==> src/rtl/gr_wb_sched_pkg.sv <==
// Shared definitions for the general-register writeback scheduler.
package gr_wb_sched_pkg;
  localparam int GR_ADDR_W = 5;
  localparam int GR_DATA_W = 32;
  localparam int GR_NUM    = 32;

  typedef logic [GR_ADDR_W-1:0] gr_addr_t;
  typedef logic [GR_DATA_W-1:0] gr_data_t;

  localparam gr_addr_t GR_ZERO = '0;

  // One buffered long-unit result.
  typedef struct packed {
    gr_addr_t addr;
    gr_data_t data;
  } gr_wr_t;

  // x0 is hard-wired, so writes to it are dropped and it is never tracked.
  function automatic logic is_zero(input gr_addr_t a);
    return a == GR_ZERO;
  endfunction
endpackage

==> src/rtl/gr_wb_sched_if.sv <==
// Issue, writeback, long-unit and gr write-port signals of the scheduler.
interface gr_wb_sched_if;
  import gr_wb_sched_pkg::*;

  logic     iss_valid;
  logic     iss_long;
  gr_addr_t iss_rd;
  gr_addr_t iss_rs1;
  gr_addr_t iss_rs2;
  gr_addr_t iss_rs3;
  logic     iss_ready;

  logic     pipe_wb_valid;
  gr_addr_t pipe_wb_addr;
  gr_data_t pipe_wb_data;
  logic     pipe_hold;

  logic     lu_valid;
  gr_addr_t lu_addr;
  gr_data_t lu_data;
  logic     lu_ready;

  logic     gr_we;
  gr_addr_t gr_waddr;
  gr_data_t gr_wdata;

  modport slave (
    input  iss_valid, iss_long, iss_rd, iss_rs1, iss_rs2, iss_rs3,
    input  pipe_wb_valid, pipe_wb_addr, pipe_wb_data,
    input  lu_valid, lu_addr, lu_data,
    output iss_ready, pipe_hold, lu_ready, gr_we, gr_waddr, gr_wdata
  );

  modport master (
    output iss_valid, iss_long, iss_rd, iss_rs1, iss_rs2, iss_rs3,
    output pipe_wb_valid, pipe_wb_addr, pipe_wb_data,
    output lu_valid, lu_addr, lu_data,
    input  iss_ready, pipe_hold, lu_ready, gr_we, gr_waddr, gr_wdata
  );
endinterface

==> src/rtl/gr_wb_sched_scoreboard.sv <==
// Pending-destination scoreboard for long-latency ops plus the issue hazard check.
module gr_wb_sched_scoreboard
  import gr_wb_sched_pkg::*;
#(
  parameter int MAX_OUT = 4
) (
  input  logic     clk,
  input  logic     rst_n,
  input  logic     iss_valid,
  input  logic     iss_long,
  input  gr_addr_t iss_rd,
  input  gr_addr_t iss_rs1,
  input  gr_addr_t iss_rs2,
  input  gr_addr_t iss_rs3,
  input  logic     clr_valid,
  input  gr_addr_t clr_addr,
  output logic     iss_ready
);
  localparam int CNT_W = $clog2(GR_NUM + 1);

  logic [GR_NUM-1:0] pend_q, pend_d;
  logic [CNT_W-1:0]  cnt_q, cnt_d;
  logic              set, clr;

  // A bit being cleared this cycle still blocks; the op issues next cycle.
  assign iss_ready = !pend_q[iss_rs1] && !pend_q[iss_rs2] && !pend_q[iss_rs3] &&
                     !pend_q[iss_rd] && !(iss_long && cnt_q == CNT_W'(MAX_OUT));

  // Next pending set and outstanding count from issue and buffered writeback.
  always_comb begin
    set    = iss_valid && iss_ready && iss_long && !is_zero(iss_rd);
    clr    = clr_valid && pend_q[clr_addr];
    pend_d = pend_q;
    cnt_d  = cnt_q;
    if (clr) pend_d[clr_addr] = 1'b0;
    if (set) pend_d[iss_rd] = 1'b1;
    pend_d[0] = 1'b0;
    case ({set, clr})
      2'b10:   cnt_d = cnt_q + 1'b1;
      2'b01:   cnt_d = cnt_q - 1'b1;
      default: cnt_d = cnt_q;
    endcase
  end

  // Scoreboard state register.
  always_ff @(posedge clk) begin
    if (!rst_n) begin
      pend_q <= '0;
      cnt_q  <= '0;
    end else begin
      pend_q <= pend_d;
      cnt_q  <= cnt_d;
    end
  end
endmodule

==> src/rtl/gr_wb_sched.sv <==
// Merges pipeline writeback and buffered long-unit results onto the single
// gr write port, with a starvation hold on the pipeline.
module gr_wb_sched
  import gr_wb_sched_pkg::*;
#(
  parameter int MAX_OUT    = 4,
  parameter int STARVE_MAX = 8
) (
  input logic          clk,
  input logic          rst_n,
  gr_wb_sched_if.slave bus
);
  localparam int WAIT_W = $clog2(STARVE_MAX + 1);
  localparam logic [WAIT_W-1:0] WAIT_LAST = WAIT_W'(STARVE_MAX - 1);

  logic              buf_full_q, buf_full_d;
  gr_wr_t            buf_q, buf_d;
  logic [WAIT_W-1:0] wait_q, wait_d;
  logic              hold_q, hold_d;
  logic              we_q, we_d;
  gr_addr_t          waddr_q, waddr_d;
  gr_data_t          wdata_q, wdata_d;
  logic              src_buf_q, src_buf_d;
  logic              fill, drain;

  assign fill  = bus.lu_valid && !buf_full_q;
  assign drain = !bus.pipe_wb_valid && buf_full_q;

  // Holding buffer: captures a long result, empties when it wins the port.
  always_comb begin
    buf_full_d = buf_full_q;
    buf_d      = buf_q;
    if (drain) begin
      buf_full_d = 1'b0;
    end else if (fill) begin
      buf_full_d = 1'b1;
      buf_d      = '{addr: bus.lu_addr, data: bus.lu_data};
    end
  end

  // Write-port select: pipeline first, then buffer; x0 writes suppressed.
  always_comb begin
    we_d      = 1'b0;
    waddr_d   = waddr_q;
    wdata_d   = wdata_q;
    src_buf_d = 1'b0;
    if (bus.pipe_wb_valid) begin
      we_d    = !is_zero(bus.pipe_wb_addr);
      waddr_d = bus.pipe_wb_addr;
      wdata_d = bus.pipe_wb_data;
    end else if (buf_full_q) begin
      we_d      = !is_zero(buf_q.addr);
      waddr_d   = buf_q.addr;
      wdata_d   = buf_q.data;
      src_buf_d = 1'b1;
    end
  end

  // Starvation: count blocked cycles, hold the pipe until one cycle after drain.
  always_comb begin
    wait_d = wait_q;
    hold_d = hold_q;
    if (!buf_full_q || drain) wait_d = '0;
    else if (wait_q != WAIT_LAST) wait_d = wait_q + 1'b1;
    if (buf_full_q && !drain && wait_q == WAIT_LAST) hold_d = 1'b1;
    if (src_buf_q) hold_d = 1'b0;
  end

  // Control and write-port registers.
  always_ff @(posedge clk) begin
    if (!rst_n) begin
      buf_full_q <= 1'b0;
      wait_q     <= '0;
      hold_q     <= 1'b0;
      we_q       <= 1'b0;
      waddr_q    <= '0;
      wdata_q    <= '0;
      src_buf_q  <= 1'b0;
    end else begin
      buf_full_q <= buf_full_d;
      wait_q     <= wait_d;
      hold_q     <= hold_d;
      we_q       <= we_d;
      waddr_q    <= waddr_d;
      wdata_q    <= wdata_d;
      src_buf_q  <= src_buf_d;
    end
  end

  // Buffer payload; only meaningful while buf_full_q is set.
  always_ff @(posedge clk) begin
    buf_q <= buf_d;
  end

  gr_wb_sched_scoreboard #(.MAX_OUT(MAX_OUT)) u_sb (
    .clk       (clk),
    .rst_n     (rst_n),
    .iss_valid (bus.iss_valid),
    .iss_long  (bus.iss_long),
    .iss_rd    (bus.iss_rd),
    .iss_rs1   (bus.iss_rs1),
    .iss_rs2   (bus.iss_rs2),
    .iss_rs3   (bus.iss_rs3),
    .clr_valid (we_q && src_buf_q),
    .clr_addr  (waddr_q),
    .iss_ready (bus.iss_ready)
  );

  assign bus.lu_ready  = !buf_full_q;
  assign bus.pipe_hold = hold_q;
  assign bus.gr_we     = we_q;
  assign bus.gr_waddr  = waddr_q;
  assign bus.gr_wdata  = wdata_q;
endmodule

==> src/flat_wrapper.sv <==
// flat-port wrapper written by rule: the top's interface ports become plain ports
module gr_wb_sched_flat import gr_wb_sched_pkg::*;
#(
  parameter int MAX_OUT    = 4,
  parameter int STARVE_MAX = 8
)
  (clk, rst_n, bus_iss_valid, bus_iss_long, bus_iss_rd, bus_iss_rs1, bus_iss_rs2, bus_iss_rs3, bus_pipe_wb_valid, bus_pipe_wb_addr, bus_pipe_wb_data, bus_lu_valid, bus_lu_addr, bus_lu_data, bus_iss_ready, bus_pipe_hold, bus_lu_ready, bus_gr_we, bus_gr_waddr, bus_gr_wdata);
  gr_wb_sched_if bus_i ();
  input logic clk;
  input logic rst_n;
  input wire logic [$bits(bus_i.iss_valid)-1:0] bus_iss_valid;
  input wire logic [$bits(bus_i.iss_long)-1:0] bus_iss_long;
  input wire logic [$bits(bus_i.iss_rd)-1:0] bus_iss_rd;
  input wire logic [$bits(bus_i.iss_rs1)-1:0] bus_iss_rs1;
  input wire logic [$bits(bus_i.iss_rs2)-1:0] bus_iss_rs2;
  input wire logic [$bits(bus_i.iss_rs3)-1:0] bus_iss_rs3;
  input wire logic [$bits(bus_i.pipe_wb_valid)-1:0] bus_pipe_wb_valid;
  input wire logic [$bits(bus_i.pipe_wb_addr)-1:0] bus_pipe_wb_addr;
  input wire logic [$bits(bus_i.pipe_wb_data)-1:0] bus_pipe_wb_data;
  input wire logic [$bits(bus_i.lu_valid)-1:0] bus_lu_valid;
  input wire logic [$bits(bus_i.lu_addr)-1:0] bus_lu_addr;
  input wire logic [$bits(bus_i.lu_data)-1:0] bus_lu_data;
  output wire logic [$bits(bus_i.iss_ready)-1:0] bus_iss_ready;
  output wire logic [$bits(bus_i.pipe_hold)-1:0] bus_pipe_hold;
  output wire logic [$bits(bus_i.lu_ready)-1:0] bus_lu_ready;
  output wire logic [$bits(bus_i.gr_we)-1:0] bus_gr_we;
  output wire logic [$bits(bus_i.gr_waddr)-1:0] bus_gr_waddr;
  output wire logic [$bits(bus_i.gr_wdata)-1:0] bus_gr_wdata;
  assign bus_i.iss_valid = bus_iss_valid;
  assign bus_i.iss_long = bus_iss_long;
  assign bus_i.iss_rd = bus_iss_rd;
  assign bus_i.iss_rs1 = bus_iss_rs1;
  assign bus_i.iss_rs2 = bus_iss_rs2;
  assign bus_i.iss_rs3 = bus_iss_rs3;
  assign bus_i.pipe_wb_valid = bus_pipe_wb_valid;
  assign bus_i.pipe_wb_addr = bus_pipe_wb_addr;
  assign bus_i.pipe_wb_data = bus_pipe_wb_data;
  assign bus_i.lu_valid = bus_lu_valid;
  assign bus_i.lu_addr = bus_lu_addr;
  assign bus_i.lu_data = bus_lu_data;
  assign bus_iss_ready = bus_i.iss_ready;
  assign bus_pipe_hold = bus_i.pipe_hold;
  assign bus_lu_ready = bus_i.lu_ready;
  assign bus_gr_we = bus_i.gr_we;
  assign bus_gr_waddr = bus_i.gr_waddr;
  assign bus_gr_wdata = bus_i.gr_wdata;
  gr_wb_sched #(.MAX_OUT(MAX_OUT), .STARVE_MAX(STARVE_MAX)) u_core (.clk(clk), .rst_n(rst_n), .bus(bus_i));
endmodule
==> config.mk <==
export PLATFORM = sky130hd
export DESIGN_NAME = gr_wb_sched_flat
export DESIGN_NICKNAME = d
export VERILOG_FILES = /design/src/rtl/gr_wb_sched_pkg.sv /design/src/rtl/gr_wb_sched_if.sv /design/src/rtl/gr_wb_sched_scoreboard.sv /design/src/rtl/gr_wb_sched.sv /design/src/flat_wrapper.sv
export SDC_FILE = /design/constraint.sdc
export NUM_CORES = 1
export LEC_CHECK = 0
export BUFFER_PORTS_ARGS = -buffer_cell sky130_fd_sc_hd__buf_2
export CORE_ASPECT_RATIO = 1.1
export CORE_MARGIN = 1
export CORE_UTILIZATION = 30
export DETAILED_ROUTE_END_ITERATION = 8
export SYNTH_ARGS = -nofsm -noshare
export SYNTH_HDL_FRONTEND = slang
export SYNTH_SLANG_ARGS = --single-unit
==> constraint.sdc <==
create_clock -name clk -period 4.9 [get_ports clk]
set_input_delay 0.735 -clock clk [delete_from_list [all_inputs] [get_ports clk]]
set_output_delay 0.735 -clock clk [all_outputs]
set_load 0.005 [all_outputs]
==> metrics.md <==
| Metric | Value |
|---|---|
| Die area | 22060 um2 |
| Drt drc | 0 |
| Pin count of the biggest net entering global routing | 52 |
| Die Ht | 155.7 um |
| Final Power | 2.585 mW |
| Yosys warning total | 0 |
| RSZ-0062 raised after global routing | no |
| Final slew viol count | 0 |
| Clock Tree Root | clkbuf_16 |
| MaxCap Viol Count | 0 |
| Total wire length | 17850 um |
| Post-synthesis register bit count | 119 |
| Starting Density | 30.99% |
| Dpl hpwl | 12480 um |
| Row cnt | 55 |
| Iter 0 DRT Violations | 416 |
| CP Cell Sequence | buf_4 -> mux4_2 -> a32oi_1 -> o221ai_1 -> o211ai_1 -> inv_1 -> ha_1 -> ha_1 -> a21o_1 -> a21oi_1 -> o21bai_1 -> a21oi_1 -> mux2i_1 -> mux2i_1 |
| Placer's final routability congestion estimate | 0.8463 |
| Most frequent cells in the layout | buf_2 (140), dfxtp_1 (81), nand2_1 (74) |
| # Post-CTS Setup Buffers | 0 |
| Top layer in use | met4 |
| Met3 WL | 1496 um |
| Reg2Reg Depth | 14 |
| Chip Width | 141.7 um |
| DR WL/cell | 17.07 um |
| Syn Std Cell Area | 6440 um2 |
| Area share of the largest cell type after synthesis | 25.49% |
| Syn_area_per_cell | 10.24 um2 |
| Placed cell count | 1014 |
| Finished Layout Cells | 1046 |
| First-pass GRT wire length | 28890 um |
| Worst-Skew Late Latency | 0.41 ns |
| Setup violators final | 0 |
| Vias | 5362 |
| Avg Vias per Cell | 5.126 |
| WHS Endpoint | u_core.src_buf_q$_SDFF_PP0_ |
| TritonCTS Buffers | 17 |
| Worst slew pin tran | 0.7843 ns |
| P_leak | 3.115 nW |
| RR Endpoint | u_core.u_sb.cnt_q[5]$_SDFFE_PN0P_ |
| Buf+Inv Stages, Crit Path | 2 |
| VDD IR max | 0.2239 mV |
| Worst EP required | 5.24 ns |
| Status | finished, final reports clean |
| Post-synth ARST share | 0% |
| Slowest CP cell | dfxtp_1 |
| Total GRT Usage | 16.76% |
| Worst reg2reg startpoint | u_core.bus.gr_waddr[0]$_SDFFE_PN0P_ |
| Worst slew margin | 47.71% |
| Post-Syn Instances | 629 |
| WHS | 0.4408 ns |
| Metal1 wirelength | 7949 um |
| Core ar. | 20780 um2 |
| Largest stage delay on the critical path | 0.74 ns |
| Initial antenna violation count | 0 |
| Clock skew | 0.01111 ns |
| Critical Path Start Type | flop |
| Post-route minimum period | 4.034 ns |
| Pwr Density | 325.8 nW/um2 |
| Post-synthesis net count | 736 |
| H-tree Lvls | 4 |
| R2R setup slack | 0.87 ns |
| Biggest area consumer among synthesized cells | dfxtp_1 |
| Fill cells | 2130 |
| # IOs | 141 |
| Clock buffer depth | 2 |
| CP Max Fanout | 13 |
| Crit Path Class | reg2reg |
| Hold path depth | 2 |
| Grt ovf | 0 |
| Share of layout cells above drive strength 1 | 29.17% |
| Met2 wire length | 8158 um |
| FMAX | 0.2479 GHz |
| CTS tree | built |
| Synth unique cells | 55 |
| Port Buffers | 140 |
| DR pass1 iterations | 5 |
| HP Class | reg2reg |
| Antenna Diode Count | 0 |
| Hold Vio Cnt, Final | 0 |
| EDFF count, synth | 37 |
| Vias in the first global route | 5409 |
| Leading cell type in the layout, fill and taps excluded | buf_2 |
| Clk sinks | 119 |
| Crit path max-delay family | compound AO/OA/AOI/OAI gates |
| Synth area leaders | dfxtp_1 (25%), edfxtp_1 (17%), mux4_2 (11%) |
| Nets@finish | 855 |
| Final period util | 82.32% |
| Post-CTS Resized | 0 |
| CP arrival | 4.37 ns |
| Antenna Nets Post-Route | 0 |
| Seq/Total Area, Yosys | 42.74% |
| Worst setup EP type | flop |
| Post-CTS Hold Buffers | 0 |
| Top FF cell, synth | dfxtp_1 |
| Setup_tns | 0 ns |
| Syn-to-layout area delta | 23.22% |
| Min-delay src | u_core.buf_full_q$_SDFFE_PP0P_ |
| Clk pin slew, worst setup/hold paths | 0.06 ns |
[metal layers]
layer	track usage, %	up-vias
met5	0	-
met4	5.223	0
met3	5.525	18
met2	26.20	222
met1	21.81	2532
li1	-	2590
[final cells by class]
type	count	area, um2	share of cell area, %
clock buffers	18	429.2	5.408
clock inverters	14	136.4	1.719
inverters	15	56.30	0.7096
multi-input cells	446	3435	43.28
flip-flops and latches	119	2754	34.71
well taps	285	356.6	4.494
repair buffers	149	768.2	9.681
[worst reg2reg max path, cell delays in order, from the launching register on]
cell and delay, ns:
dfxtp_1 0.74, buf_4 0.32, mux4_2 0.54, a32oi_1 0.21, o221ai_1 0.14, o211ai_1 0.26
inv_1 0.11, ha_1 0.31, ha_1 0.30, a21o_1 0.17, a21oi_1 0.20, o21bai_1 0.08
a21oi_1 0.17, mux2i_1 0.23, mux2i_1 0.18
[sequential cells by signal (all words and copies together), names as in the netlist]
signal / cells
u_core.u_sb.cnt_q: 6
u_core.wait_q: 4
u_core.buf_q: 37
u_core.bus.gr_wdata: 32
u_core.buf_full_q: 1
u_core.bus.gr_waddr: 5
u_core.u_sb.pend_q: 31
u_core.src_buf_q: 1
u_core.bus.gr_we: 1
u_core.bus.pipe_hold: 1
[kinds of logic after synthesis]
family                   count (synthesis)  synth area share, %
XOR/XNOR                                 5               0.6800
AND/OR/NAND/NOR                        209                16.67
AO/OA/AOI/OAI                          134                13.93
multiplexers                            91                20.46
buffers and inverters                   64                4.041
flip-flops                             119                42.74
adder cells (fa/ha/maj)                  7                1.477
[synthesized netlist by cell type, drive strengths merged (5+ instances only)]
master and count:
buf 12, o21ai 58, nand2 74, nand3 13, o311ai 16, mux4 32
o41ai 13, nor2b 12, a21oi 5, ha 6, mux2 5, mux2i 54
and2 55, nor2 23, nand2b 5, clkbuf 37, edfxtp 37, inv 14
o31ai 15, dfxtp 82
[metrics by stage]
step | utilization [%] | cell area (um2) | setup slack, ns
floorplan | - | 6440 | 0.7846
global placement | 35.46 | 7370 | 0.6499
detailed placement | 35.46 | 7370 | 0.6077
CTS | 38.18 | 7935 | 0.8316
global route | 38.18 | 7935 | 0.5839
finish | 38.18 | 7935 | 0.8663
[how the worst max path moves through the flow]
| stage | startpoint | end | slack (ns) | cells past startpoint |
|---|---|---|---|---|
| 3_5_place_dp | bus_iss_rs1[1] | u_core.u_sb.cnt_q[5]$_SDFFE_PN0P_ | 0.61 | 15 |
| 6_report | u_core.bus.gr_waddr[0]$_SDFFE_PN0P_ | u_core.u_sb.cnt_q[5]$_SDFFE_PN0P_ | 0.87 | 14 |
| 2_1_floorplan | bus_iss_rs3[0] | u_core.u_sb.cnt_q[5]$_SDFFE_PN0P_ | 0.78 | 17 |
| 4_1_cts | u_core.bus.gr_waddr[0]$_SDFFE_PN0P_ | u_core.u_sb.cnt_q[5]$_SDFFE_PN0P_ | 0.83 | 14 |
| 3_3_place_gp | bus_iss_rd[0] | u_core.u_sb.cnt_q[5]$_SDFFE_PN0P_ | 0.65 | 16 |
| 5_1_grt | u_core.bus.gr_waddr[0]$_SDFFE_PN0P_ | u_core.u_sb.cnt_q[5]$_SDFFE_PN0P_ | 0.58 | 14 |
[power by group]
part	internal (mW)	switching, mW
Combinational	0.120	0.153
Clock	0.710	0.506
Sequential	1.06	0.0318
Note: power is estimated with default switching activity, not from simulation.
